<file path="config.mk">
export PLATFORM = sky130hd
export DESIGN_NAME = rom_stream_reader
export DESIGN_NICKNAME = d
export VERILOG_FILES = /design/src/rtl/rom_stream_reader.sv
export SDC_FILE = /design/constraint.sdc
export NUM_CORES = 1
export LEC_CHECK = 0
export CAP_MARGIN = 10
export CORE_ASPECT_RATIO = 2
export CORE_MARGIN = 2
export CORE_UTILIZATION = 60
export DETAILED_ROUTE_END_ITERATION = 8
export DONT_BUFFER_PORTS = 1
export PLACE_DENSITY = 0.83
export SLEW_MARGIN = 20
export SYNTH_ARGS = -nofsm -noshare
export SYNTH_HDL_FRONTEND = slang
export SYNTH_SLANG_ARGS = --single-unit
</file>
<file path="constraint.sdc">
create_clock -name CLK -period 7.6 [get_ports CLK]
set_input_delay 0.38 -clock CLK [delete_from_list [all_inputs] [get_ports CLK]]
set_output_delay 0.38 -clock CLK [all_outputs]
set_load 0.03 [all_outputs]
</file>
<file path="src/rtl/rom_stream_reader.sv">
// Boot-ROM stream reader: issues sequential reads from a 1-cycle synchronous ROM
// and presents the words on a valid/ready stream through a 2-entry skid FIFO.
module rom_stream_reader #(
    parameter int MEM_WORDS = 8192,
    parameter int ADR_WIDTH = 13,
    parameter int CNT_WIDTH = 14
) (
    input  logic                 CLK,
    input  logic                 RESETn,
    input  logic                 start,
    input  logic [ADR_WIDTH-1:0] base_addr,
    input  logic [CNT_WIDTH-1:0] word_count,
    output logic                 busy,
    output logic                 done,
    output logic                 rom_en,
    output logic [ADR_WIDTH-1:0] rom_addr,
    input  logic [31:0]          rom_do,
    output logic                 m_valid,
    output logic [31:0]          m_data,
    output logic                 m_last,
    input  logic                 m_ready
);

    typedef enum logic [1:0] {
        S_IDLE  = 2'd0,
        S_RUN   = 2'd1,
        S_DRAIN = 2'd2
    } state_t;

    state_t               r_state;
    state_t               w_state_nxt;
    logic [ADR_WIDTH-1:0] r_addr;
    logic [ADR_WIDTH-1:0] r_addr_hold;
    logic [CNT_WIDTH-1:0] r_remaining;
    logic                 r_inflight;
    logic                 r_inflight_last;
    logic                 r_done;
    logic [1:0][31:0]     r_fifo_data;
    logic [1:0]           r_fifo_last;
    logic                 r_wptr;
    logic                 r_rptr;
    logic [1:0]           r_occ;

    logic                 w_pop;
    logic                 w_issue;
    logic [2:0]           w_occ_after;
    logic                 w_accept;
    logic                 w_zero_start;
    logic                 w_last_pop;
    logic                 w_rem_one;
    logic [ADR_WIDTH-1:0] w_addr_nxt;

    // Handshake, issue decision and address/count helpers
    always_comb begin
        w_pop        = m_valid && m_ready;
        // Words that will still be held after this cycle; a new read may only
        // go out if it leaves room for the one it will bring back.
        w_occ_after  = {1'b0, r_occ} + {2'b00, r_inflight} - {2'b00, w_pop};
        w_rem_one    = (r_remaining == CNT_WIDTH'(1));
        w_issue      = (r_state == S_RUN) && (r_remaining != {CNT_WIDTH{1'b0}})
                       && (w_occ_after <= 3'd1);
        w_accept     = (r_state == S_IDLE) && start && (word_count != {CNT_WIDTH{1'b0}});
        w_zero_start = (r_state == S_IDLE) && start && (word_count == {CNT_WIDTH{1'b0}});
        w_last_pop   = (r_state == S_DRAIN) && w_pop && m_last;
        if (r_addr == ADR_WIDTH'(MEM_WORDS - 1)) begin
            w_addr_nxt = {ADR_WIDTH{1'b0}};
        end else begin
            w_addr_nxt = r_addr + ADR_WIDTH'(1);
        end
    end

    // Next-state logic
    always_comb begin
        w_state_nxt = r_state;
        case (r_state)
            S_IDLE: begin
                if (w_accept) begin
                    w_state_nxt = S_RUN;
                end else begin
                    w_state_nxt = S_IDLE;
                end
            end
            S_RUN: begin
                if (w_issue && w_rem_one) begin
                    w_state_nxt = S_DRAIN;
                end else begin
                    w_state_nxt = S_RUN;
                end
            end
            S_DRAIN: begin
                if (w_last_pop) begin
                    w_state_nxt = S_IDLE;
                end else begin
                    w_state_nxt = S_DRAIN;
                end
            end
            default: w_state_nxt = S_IDLE;
        endcase
    end

    // State register
    always_ff @(posedge CLK or negedge RESETn) begin
        if (!RESETn) begin
            r_state <= S_IDLE;
        end else begin
            r_state <= w_state_nxt;
        end
    end

    // Command latch, address/count sequencing and in-flight tracking
    always_ff @(posedge CLK or negedge RESETn) begin
        if (!RESETn) begin
            r_addr          <= {ADR_WIDTH{1'b0}};
            r_addr_hold     <= {ADR_WIDTH{1'b0}};
            r_remaining     <= {CNT_WIDTH{1'b0}};
            r_inflight      <= 1'b0;
            r_inflight_last <= 1'b0;
            r_done          <= 1'b0;
        end else begin
            r_done          <= w_zero_start || w_last_pop;
            r_inflight      <= w_issue;
            r_inflight_last <= w_issue && w_rem_one;
            if (w_accept) begin
                r_addr      <= base_addr;
                r_remaining <= word_count;
            end else if (w_issue) begin
                r_addr      <= w_addr_nxt;
                r_remaining <= r_remaining - CNT_WIDTH'(1);
                r_addr_hold <= r_addr;
            end else begin
                r_addr      <= r_addr;
                r_remaining <= r_remaining;
            end
        end
    end

    // Two-entry FIFO: unconditional capture of the landing ROM word
    always_ff @(posedge CLK or negedge RESETn) begin
        if (!RESETn) begin
            r_fifo_data <= {2{32'h0000_0000}};
            r_fifo_last <= 2'b00;
            r_wptr      <= 1'b0;
            r_rptr      <= 1'b0;
            r_occ       <= 2'd0;
        end else begin
            if (r_inflight) begin
                r_fifo_data[r_wptr] <= rom_do;
                r_fifo_last[r_wptr] <= r_inflight_last;
                r_wptr              <= ~r_wptr;
            end else begin
                r_wptr <= r_wptr;
            end
            if (w_pop) begin
                r_rptr <= ~r_rptr;
            end else begin
                r_rptr <= r_rptr;
            end
            r_occ <= r_occ + {1'b0, r_inflight} - {1'b0, w_pop};
        end
    end

    // Output decode from registered state
    always_comb begin
        busy     = (r_state != S_IDLE);
        done     = r_done;
        rom_en   = w_issue;
        rom_addr = w_issue ? r_addr : r_addr_hold;
        m_valid  = (r_occ != 2'd0);
        m_data   = r_fifo_data[r_rptr];
        m_last   = m_valid && r_fifo_last[r_rptr];
    end

endmodule
</file>
==> results_dict.tcl, run 1 <==
set metrics [dict create \
    grt_pass1_wl_mm 19.50 \
    syn_area_mm2 0.005468 \
    cts_buffer_depth 2 \
    cts_root_buf "clkbuf_16" \
    fin_setup_tns_ps 0 \
    fin_crit_ps 4803 \
    io_pins 113 \
    drt-pass1-iter-count 4 \
    cp_common_cell "nand2_1" \
    ys_seq_area_share_pct 52.63 \
    clk_pin_slew_ps 50 \
    cts-buffers-inserted 17 \
    ctsResizeCount 0 \
    finalWeightedCongestion 0.9541 \
    drc 0 \
    drt_iter0_drc 214 \
    cp_slowest_stage_delay_ps 480 \
    switchingPower_w 0.001527 \
    drt-total-wl_mm 11.90 \
    cp_max_fo 34 \
    peakVddDrop_mv 0.4010 \
    min_path_type "input port to register" \
    cts_setup_buffers 0 \
    ant_nets 0 \
    synth-edff-count 0 \
    wl_per_cell_um 20.20 \
    start_kind "register" \
    synth_top_flop_cell "dfrtp_1" \
    clock_latency_ps 400 \
    max-slew-margin-rel_pct 35.57 \
    outcome "finished, final reports clean" \
    crit_arrival_ps 4420 \
    coreArea_mm2 0.008951 \
    tightest_slew_ps 964.3 \
    die-area_mm2 0.009939 \
    comb_power_share_pct 46.6 \
    p_leak_nw 2.648 \
    port-buffer-count 0 \
    rows 49 \
    cts_tree "built" \
    path_cells "or2_2 -> nand2_1 -> inv_1 -> ha_1 -> inv_1 -> ha_1 -> fa_1 -> nor3b_1 -> nand2_1 -> or2_1 -> buf_4 -> inv_2 -> nand2_1 -> nand2_1" \
    grt_max_degree 116 \
    chipHeight_um 139 \
    die_w_um 71.50 \
    skew_ps 9.879 \
    p_clk_share_pct 21.8 \
    holdWs_ps 103.0 \
    vias 3713 \
    layout-area-overhead-vs-synth_pct 11.99 \
    hpwl_mm 8.060 \
    setup_ws_ps 2797 \
    power_density_mw_per_mm2 570.3 \
    initial_core_util_pct 61.08 \
    layout_common_cells "dfrtp_1, mux2_2, nand2_1" \
    internal_power_w 0.001965 \
    setup_violations 0 \
    antenna_found_initial 0 \
    synth_warnings 0 \
    ys_ff_latch 115 \
    cp_slowest_cell "fa_1" \
    place_ws_ps 3324 \
    grt_pass1_vias 4041 \
    fmax_mhz 208.2 \
    finalNetCount 544 \
    switching_share_pct 43.74 \
    drv_slew 0 \
    power_frac_seq_pct 31.6 \
    period_share_pct 63.20 \
    antenna_cells 0 \
    hold_viol_final 0 \
    vias_per_cell 6.304 \
    syn_inst 478 \
    layout_commonest_cell "dfrtp_1" \
    criticalPathCategory "register to output pin" \
    synth.avg_cell_area_um2 11.44 \
    drv_cap 0 \
    track_usage_pct 25.33 \
    rsz0062_at_grt "false" \
    yosysUniqueCellTypes 54 \
    total_power_w 0.003492 \
    endpoint_kind "output pin" \
    cts_sinks 115 \
    htreeDepth 4 \
    cp.required_ps 7220 \
    grt_overflow_total 0 \
    syn-num-nets 547 \
    drive_gt1_share_pct 29.36 \
    ys_async_sr_fraction_pct 100.0 \
]
## area by class of cell
type / instances / area, µm²
clock buffers: 21 / 470.5
fillers: 659 / 2828
multi-input cells: 321 / 2424
inverters: 15 / 56.30
clock inverters: 10 / 107.6
well taps: 102 / 127.6
repair buffers: 5 / 60.06
flip-flops and latches: 115 / 2878
## what timing repair did
item | 4_1_cts | 5_1_grt
endpoints found under the hold margin | 115 | 0
endpoints found under the setup margin | 0 | 0
hold buffers | 2 | 0
## stage by stage
| step | utilization (%) | instance area (µm²) | cells |
|---|---|---|---|
| 2_1_floorplan | - | 5468 | 478 |
| 3_3_place_gp | 61.46 | 5502 | 556 |
| 3_5_place_dp | 61.46 | 5502 | 556 |
| 4_1_cts | 68.34 | 6117 | 589 |
| 5_1_grt | 68.41 | 6123 | 589 |
| 6_report | 68.41 | 6123 | 589 |
## routing by layer
metal | vias to the layer above | routed length, µm | global-route usage [%]
met5 | - | 0 | 0
met4 | 0 | 336 | 11.72
met3 | 25 | 742 | 8.212
met2 | 133 | 6539 | 44.69
met1 | 1855 | 4278 | 26.49
li1 | 1700 | - | -
## registers in the layout, summed over array words and instances (netlist names)
name	count
r_fifo_data	64
r_remaining	14
r_addr	13
r_addr_hold	13
r_fifo_last	2
r_occ	2
r_state	2
done	1
r_inflight	1
r_inflight_last	1
r_rptr	1
r_wptr	1
## logic make-up after synthesis
kind of cell | count (synthesis) | synth area share (%)
AO/OA/AOI/OAI | 63 | 7.621
adder cells (fa/ha/maj) | 6 | 1.510
multiplexers | 100 | 20.55
AND/OR/NAND/NOR | 141 | 12.63
flip-flops | 115 | 52.63
XOR/XNOR | 11 | 1.762
buffers and inverters | 42 | 3.295
## worst paths after layout
kind | startpoint | endpoint | slack [ps] | cells after the start
worst max-delay path | r_occ[1] | rom_addr[3] | 2800 | 14
worst min-delay path | word_count[12] | r_remaining[12] | 100 | 2
worst max register to register | r_occ[1] | r_remaining[8] | 3420 | 14
worst min register to register | r_addr_hold[11] | r_addr_hold[11] | 470 | 2
max in group asynchronous | RESETn | r_remaining[2] | 6560 | 2
min in group asynchronous | RESETn | r_remaining[12] | 560 | 2
## critical path: cells and delay by family (launching register included)
kind | cells | cell delay [ps]
flip-flops | 1 | 390
AND/OR/NAND/NOR | 7 | 1930
buffers and inverters | 4 | 770
adder cells (fa/ha/maj) | 3 | 940
## power by group through the flow
| stage | Combinational [W] | Clock (W) | Sequential, W |
|---|---|---|---|
| 2_1_floorplan | 0.00144 | 0 | 0.00103 |
| 3_3_place_gp | 0.00156 | 0 | 0.00108 |
| 3_5_place_dp | 0.00160 | 0 | 0.00111 |
| 4_1_cts | 0.00163 | 0.000774 | 0.00110 |
| 5_1_grt | 0.00175 | 0.000803 | 0.00114 |
| 6_report | 0.00163 | 0.000762 | 0.00110 |
## cell usage after synthesis (2+ instances only)
cell type,instances,area share (%)
a211oi_1,2,0.27
a21oi_1,11,1.0
a221o_1,5,0.92
a22oi_1,5,0.69
a32oi_1,2,0.32
and3_1,2,0.23
buf_1,6,0.41
buf_2,3,0.27
buf_4,3,0.41
clkbuf_1,14,0.96
dfrtp_1,115,53
ha_1,5,1.1
inv_1,14,0.96
mux2_2,98,20
mux2i_1,2,0.37
nand2_1,63,4.3
nand2b_1,2,0.23
nand3_1,6,0.55
nand4_1,7,0.80
nor2_1,18,1.2
nor2b_1,2,0.23
nor3_1,11,1.0
nor4_1,10,1.1
o211ai_1,4,0.55
o21ai_0,17,1.6
o21ai_1,4,0.37
o311ai_1,2,0.32
or2_2,5,0.57
or3_1,4,0.46
or4_1,3,0.41
xnor2_1,9,1.4
xor2_1,2,0.32
No activity file was read; power rests on OpenSTA's default activity.
==> run 2: changes to the inputs <==
--- a/config.mk
+++ b/config.mk
@@ -8,10 +8,10 @@
 export CAP_MARGIN = 10
 export CORE_ASPECT_RATIO = 2
 export CORE_MARGIN = 2
-export CORE_UTILIZATION = 60
+export CORE_UTILIZATION = 57
 export DETAILED_ROUTE_END_ITERATION = 8
 export DONT_BUFFER_PORTS = 1
-export PLACE_DENSITY = 0.83
+export PLACE_DENSITY = 0.82
 export SLEW_MARGIN = 20
 export SYNTH_ARGS = -nofsm -noshare
 export SYNTH_HDL_FRONTEND = slang
==> constraint.sdc (replaced) <==
create_clock -name CLK -period 3.9 [get_ports CLK]
set_input_delay 0.195 -clock CLK [delete_from_list [all_inputs] [get_ports CLK]]
set_output_delay 0.195 -clock CLK [all_outputs]
set_load 0.03 [all_outputs]
==> results_dict.tcl, run 2 (same netlist as run 1, synthesis figures left out) <==
set metrics [dict create \
    outcome "finished, final reports clean" \
    dp_cells 572 \
    r2r-end "r_remaining[7]" \
    rows 50 \
    fmax_mhz 271.7 \
    p_leak_nw 3.037 \
    peakVddDrop_mv 0.8220 \
    reg_top3 "r_fifo_data: 64 flops, r_remaining: 14 flops" \
    initial_core_util_pct 58.66 \
    drive_gt1_share_pct 28.83 \
    max-slew-margin-rel_pct 32.33 \
    min_to "r_addr[11]" \
    drt-total-wl_mm 13.73 \
    largest_reg_flops 64 \
    total_power_w 0.007704 \
    grt_pass1_wl_mm 21.54 \
    criticalPathCategory "register to output pin" \
    endpoint_kind "output pin" \
    skew_ps 7.284 \
    antenna_cells 0 \
    met3_length_um 917 \
    fin_setup_tns_ps 0 \
    port-buffer-count 0 \
    drv_cap 0 \
    rsz0062_at_grt "false" \
    start_kind "register" \
    period_share_pct 94.37 \
    track_usage_pct 27.22 \
    top_register "r_fifo_data" \
    top_layer "met4" \
    layout-area-overhead-vs-synth_pct 28.26 \
    htreeDepth 4 \
    crit_arrival_ps 3490 \
    cts_tree "built" \
    cts_sinks 115 \
    hpwl_mm 8.357 \
    grt_max_degree 116 \
    worstHoldPathCells 3 \
    layout_commonest_cell "dfrtp_1" \
    die-area_mm2 0.01044 \
    hold_viol_final 0 \
    cp.required_ps 3700 \
    instances_no_fill 666 \
    clk_pin_slew_ps 50 \
    die_w_um 73.26 \
    r2r_slack_ps 480 \
    place_area_mm2 0.005697 \
    drv_slew 0 \
    hp-start "base_addr[11]" \
    vias 4154 \
    min_path_type "input port to register" \
    drt-pass1-iter-count 5 \
    cts_root_buf "clkbuf_16" \
    r2r_cells 14 \
    drt-met1-wl_mm 4.752 \
    power_density_mw_per_mm2 1099 \
    cts-buffers-inserted 17 \
    fin_crit_ps 3680 \
    coreArea_mm2 0.009321 \
    cp_max_fo 20 \
    grt_pass1_vias 4464 \
    ant_nets 0 \
    route.met2.wl_mm 7.564 \
    finalWeightedCongestion 0.9225 \
    setup_violations 0 \
    vias_per_cell 6.237 \
    finalNetCount 618 \
    drc 0 \
    holdWs_ps 33.80 \
    grt_overflow_total 0 \
    chipHeight_um 142.5 \
    antenna_found_initial 0 \
    cts_buffer_depth 2 \
    wl_per_cell_um 20.62 \
    drt_iter0_drc 332 \
    r2r-start "r_occ[1]" \
    fin_area_mm2 0.007013 \
    tightest_slew_ps 1015 \
    layout_common_cells "dfrtp_1, mux2_2, nand2_1" \
    clock_latency_ps 410 \
    io_pins 113 \
]
==> run 2: through the flow <==
stage / setup WS (ps) / utilization (%)
floorplan: 309.4 / -
global placement: 245.7 / 61.11
detailed placement: 165.9 / 61.11
CTS: 40.95 / 75.10
global route: 23.94 / 75.23
finish: 219.6 / 75.23
==> run 2: how the worst max path moves through the flow <==
stage / startpoint / end
4_1_cts: r_occ[1] / rom_addr[4]
2_1_floorplan: r_occ[1] / rom_addr[12]
6_report: r_occ[1] / rom_addr[11]
5_1_grt: r_occ[1] / rom_addr[12]
3_5_place_dp: r_occ[1] / r_remaining[13]
3_3_place_gp: r_occ[1] / r_remaining[5]
==> run 2: timing repair <==
item | CTS | global route
pin swaps | 1 | 0
buffers inserted | 1 | 0
hold buffers | 61 | 0
gates resized for setup | 3 | 3
endpoints found under the hold margin | 206 | 0
setup endpoints to repair | 14 | 13
==> run 2: final cells by class <==
class	instances	area, µm²
Tap cell	104	130.1
Timing Repair Buffer	79	854.6
Clock inverter	13	205.2
Clock buffer	19	452.9
Inverter	15	58.81
Sequential cell	115	2878
Fill cell	573	2308
Multi-Input combinational cell	321	2434
==> run 2: metal layers <==
metal | track usage (%) | up-vias
li1 | - | 1847
met1 | 27.55 | 2039
met2 | 48.89 | 217
met3 | 7.224 | 51
met4 | 14.52 | 0
met5 | 0 | -
==> run 2: worst max-delay path, stage by stage, from the launching register on <==
cell and delay (ps):
dfrtp_1 410, or2_4 300, nand2_2 130, inv_1 50
ha_1 260, inv_1 40, ha_1 180, fa_1 480
nor3b_2 230, nand2_1 100, or2_1 290, inv_4 220
nand2_1 140, nand2_1 250
==> run 2: report_power, final <==
group          switching (W)  internal [W]
Sequential          0.000416       0.00177
Combinational        0.00227       0.00154
Clock               0.000554       0.00117
Total                0.00324       0.00447
==> run 3: changes to the inputs <==
--- a/config.mk
+++ b/config.mk
@@ -11,7 +11,7 @@
 export CORE_UTILIZATION = 57
 export DETAILED_ROUTE_END_ITERATION = 8
 export DONT_BUFFER_PORTS = 1
-export PLACE_DENSITY = 0.82
+export PLACE_DENSITY_LB_ADDON = 0.25
 export SLEW_MARGIN = 20
 export SYNTH_ARGS = -nofsm -noshare
 export SYNTH_HDL_FRONTEND = slang
==> results_dict.tcl, run 3 (same netlist as run 1, synthesis figures left out) <==
set metrics [dict create \
    outcome "finished, final reports clean" \
    period_share_pct 94.96 \
    vias 4067 \
    die-area_mm2 0.01044 \
    layout_commonest_cell "dfrtp_1" \
    fin_setup_tns_ps 0 \
    r2r-start "r_occ[1]" \
    crit_arrival_ps 3510 \
    cp_slowest_stage_delay_ps 480 \
    die_w_um 73.26 \
    grt_overflow_total 0 \
    grt_pass1_wl_mm 20.89 \
    r2r-end "r_addr[11]" \
    endpoint_kind "output pin" \
    setup_violations 0 \
    cp_slowest_cell "fa_1" \
    cp_max_fo 21 \
    cp.depth 13 \
    hold_viol_final 0 \
    drv_cap 0 \
    cts_tree "built" \
    peakVddDrop_mv 0.9531 \
    worstHoldPathCells 3 \
    layout-area-overhead-vs-synth_pct 29.02 \
    clock_latency_ps 410 \
    htreeDepth 4 \
    min_to "r_addr[11]" \
    start_kind "register" \
    cts_root_buf "clkbuf_16" \
    grt_pass1_vias 4320 \
    port-buffer-count 0 \
    drive_gt1_share_pct 29.38 \
    fmax_mhz 270.0 \
    finalWeightedCongestion 0.9556 \
    track_usage_pct 26.43 \
    cts-buffers-inserted 17 \
    layout_common_cells "dfrtp_1, mux2_2, nand2_1" \
    hp-start "base_addr[11]" \
    antenna_cells 0 \
    wl_per_cell_um 20.11 \
    setup_ws_ps 196.4 \
    fillerInstances 597 \
    hpwl_mm 8.340 \
    fin_area_mm2 0.007054 \
    finalNetCount 621 \
    p_leak_nw 3.058 \
    tightest_slew_ps 962.0 \
    drc 0 \
    clk_pin_slew_ps 50 \
    initial_core_util_pct 58.66 \
    r2r_cells 14 \
    vias_per_cell 6.079 \
    place_area_mm2 0.005739 \
    skew_ps 8.083 \
    power_density_mw_per_mm2 1096 \
    min_path_type "input port to register" \
    cts_sinks 115 \
    top_register "r_fifo_data" \
    drt-total-wl_mm 13.45 \
    total_power_w 0.007730 \
    rsz0062_at_grt "false" \
    cp.required_ps 3700 \
    cts_buffer_depth 2 \
    fin_crit_ps 3704 \
    cp_num_buf_inv 3 \
    drv_slew 0 \
    max-slew-margin-rel_pct 35.73 \
    chipHeight_um 142.5 \
    place_ws_ps 134.3 \
    grt_max_degree 116 \
    largest_reg_flops 64 \
    reg_top3 "r_fifo_data: 64 flops, r_remaining: 14 flops" \
    criticalPathCategory "register to output pin" \
    r2r_slack_ps 600 \
    ant_nets 0 \
    coreArea_mm2 0.009321 \
    drt_iter0_drc 226 \
    path_cells "or2_4 -> nand2_2 -> inv_1 -> ha_1 -> inv_1 -> ha_1 -> fa_1 -> nor3b_2 -> nand2_1 -> or2_4 -> inv_4 -> nand2_1 -> nand2_1" \
    cp_top_family "simple AND/OR/NAND/NOR gates" \
    cp_common_cell "nand2_1" \
    drt-pass1-iter-count 5 \
    rows 50 \
    antenna_found_initial 0 \
    io_pins 113 \
]
-- run 3: how the worst max path moves through the flow --
stage / slack [ps] / end / start
after floorplan: 310 / rom_addr[12] / r_occ[1]
after global placement: 220 / r_remaining[5] / r_occ[1]
after detailed placement: 130 / r_remaining[5] / r_occ[1]
after CTS: 10 / rom_addr[5] / r_occ[1]
final: 200 / rom_addr[11] / r_occ[1]
after global routing: 10 / rom_addr[12] / r_occ[1]
-- run 3: area by class of cell --
type                            instances  area (µm²)  share of cell area, %
Sequential cell                       115        2878                  40.79
Multi-Input combinational cell        321        2436                  34.53
Timing Repair Buffer                   82       885.9                  12.56
Clock buffer                           18       439.2                  6.226
Clock inverter                         14       226.5                  3.210
Tap cell                              104       130.1                  1.845
Inverter                               15       58.81                 0.8336
-- run 3: repair_timing --
action | 4_1_cts | 5_1_grt
gates resized for setup | 3 | 5
endpoints found under the setup margin | 14 | 16
cloned | 0 | 0
endpoints found under the hold margin | 205 | 1
buffers inserted | 0 | 0
hold buffers | 60 | 1
-- run 3: worst min-delay path: cells and delay by family --
| family | cells | cell delay [ps] |
|---|---|---|
| compound gates | 2 | 160 |
| simple gates | 1 | 60 |
-- run 3: per-layer routing --
layer  up-vias  track usage (%)  routed length (µm)
met5         -                0                   0
li1       1850                -                   -
met1      2002            28.39                4917
met4         0            13.16                 383
met2       178            46.94                7408
met3        37            6.020                 742
-- run 3: power breakdown --
group / internal [W] / switching (W)
Clock: 0.00116 / 0.000591
Sequential: 0.00176 / 0.000422
Combinational: 0.00156 / 0.00223
Total: 0.00449 / 0.00324
-- run 3: metrics by stage --
stage / hold slack [ps] / cells / util (%)
global placement: -98.51 / 576 / 61.57
floorplan: -100.6 / 478 / -
CTS: 13.67 / 668 / 75.45
global route: 64.49 / 669 / 75.68
detailed placement: -98.34 / 576 / 61.57
finish: 45.77 / 669 / 75.68
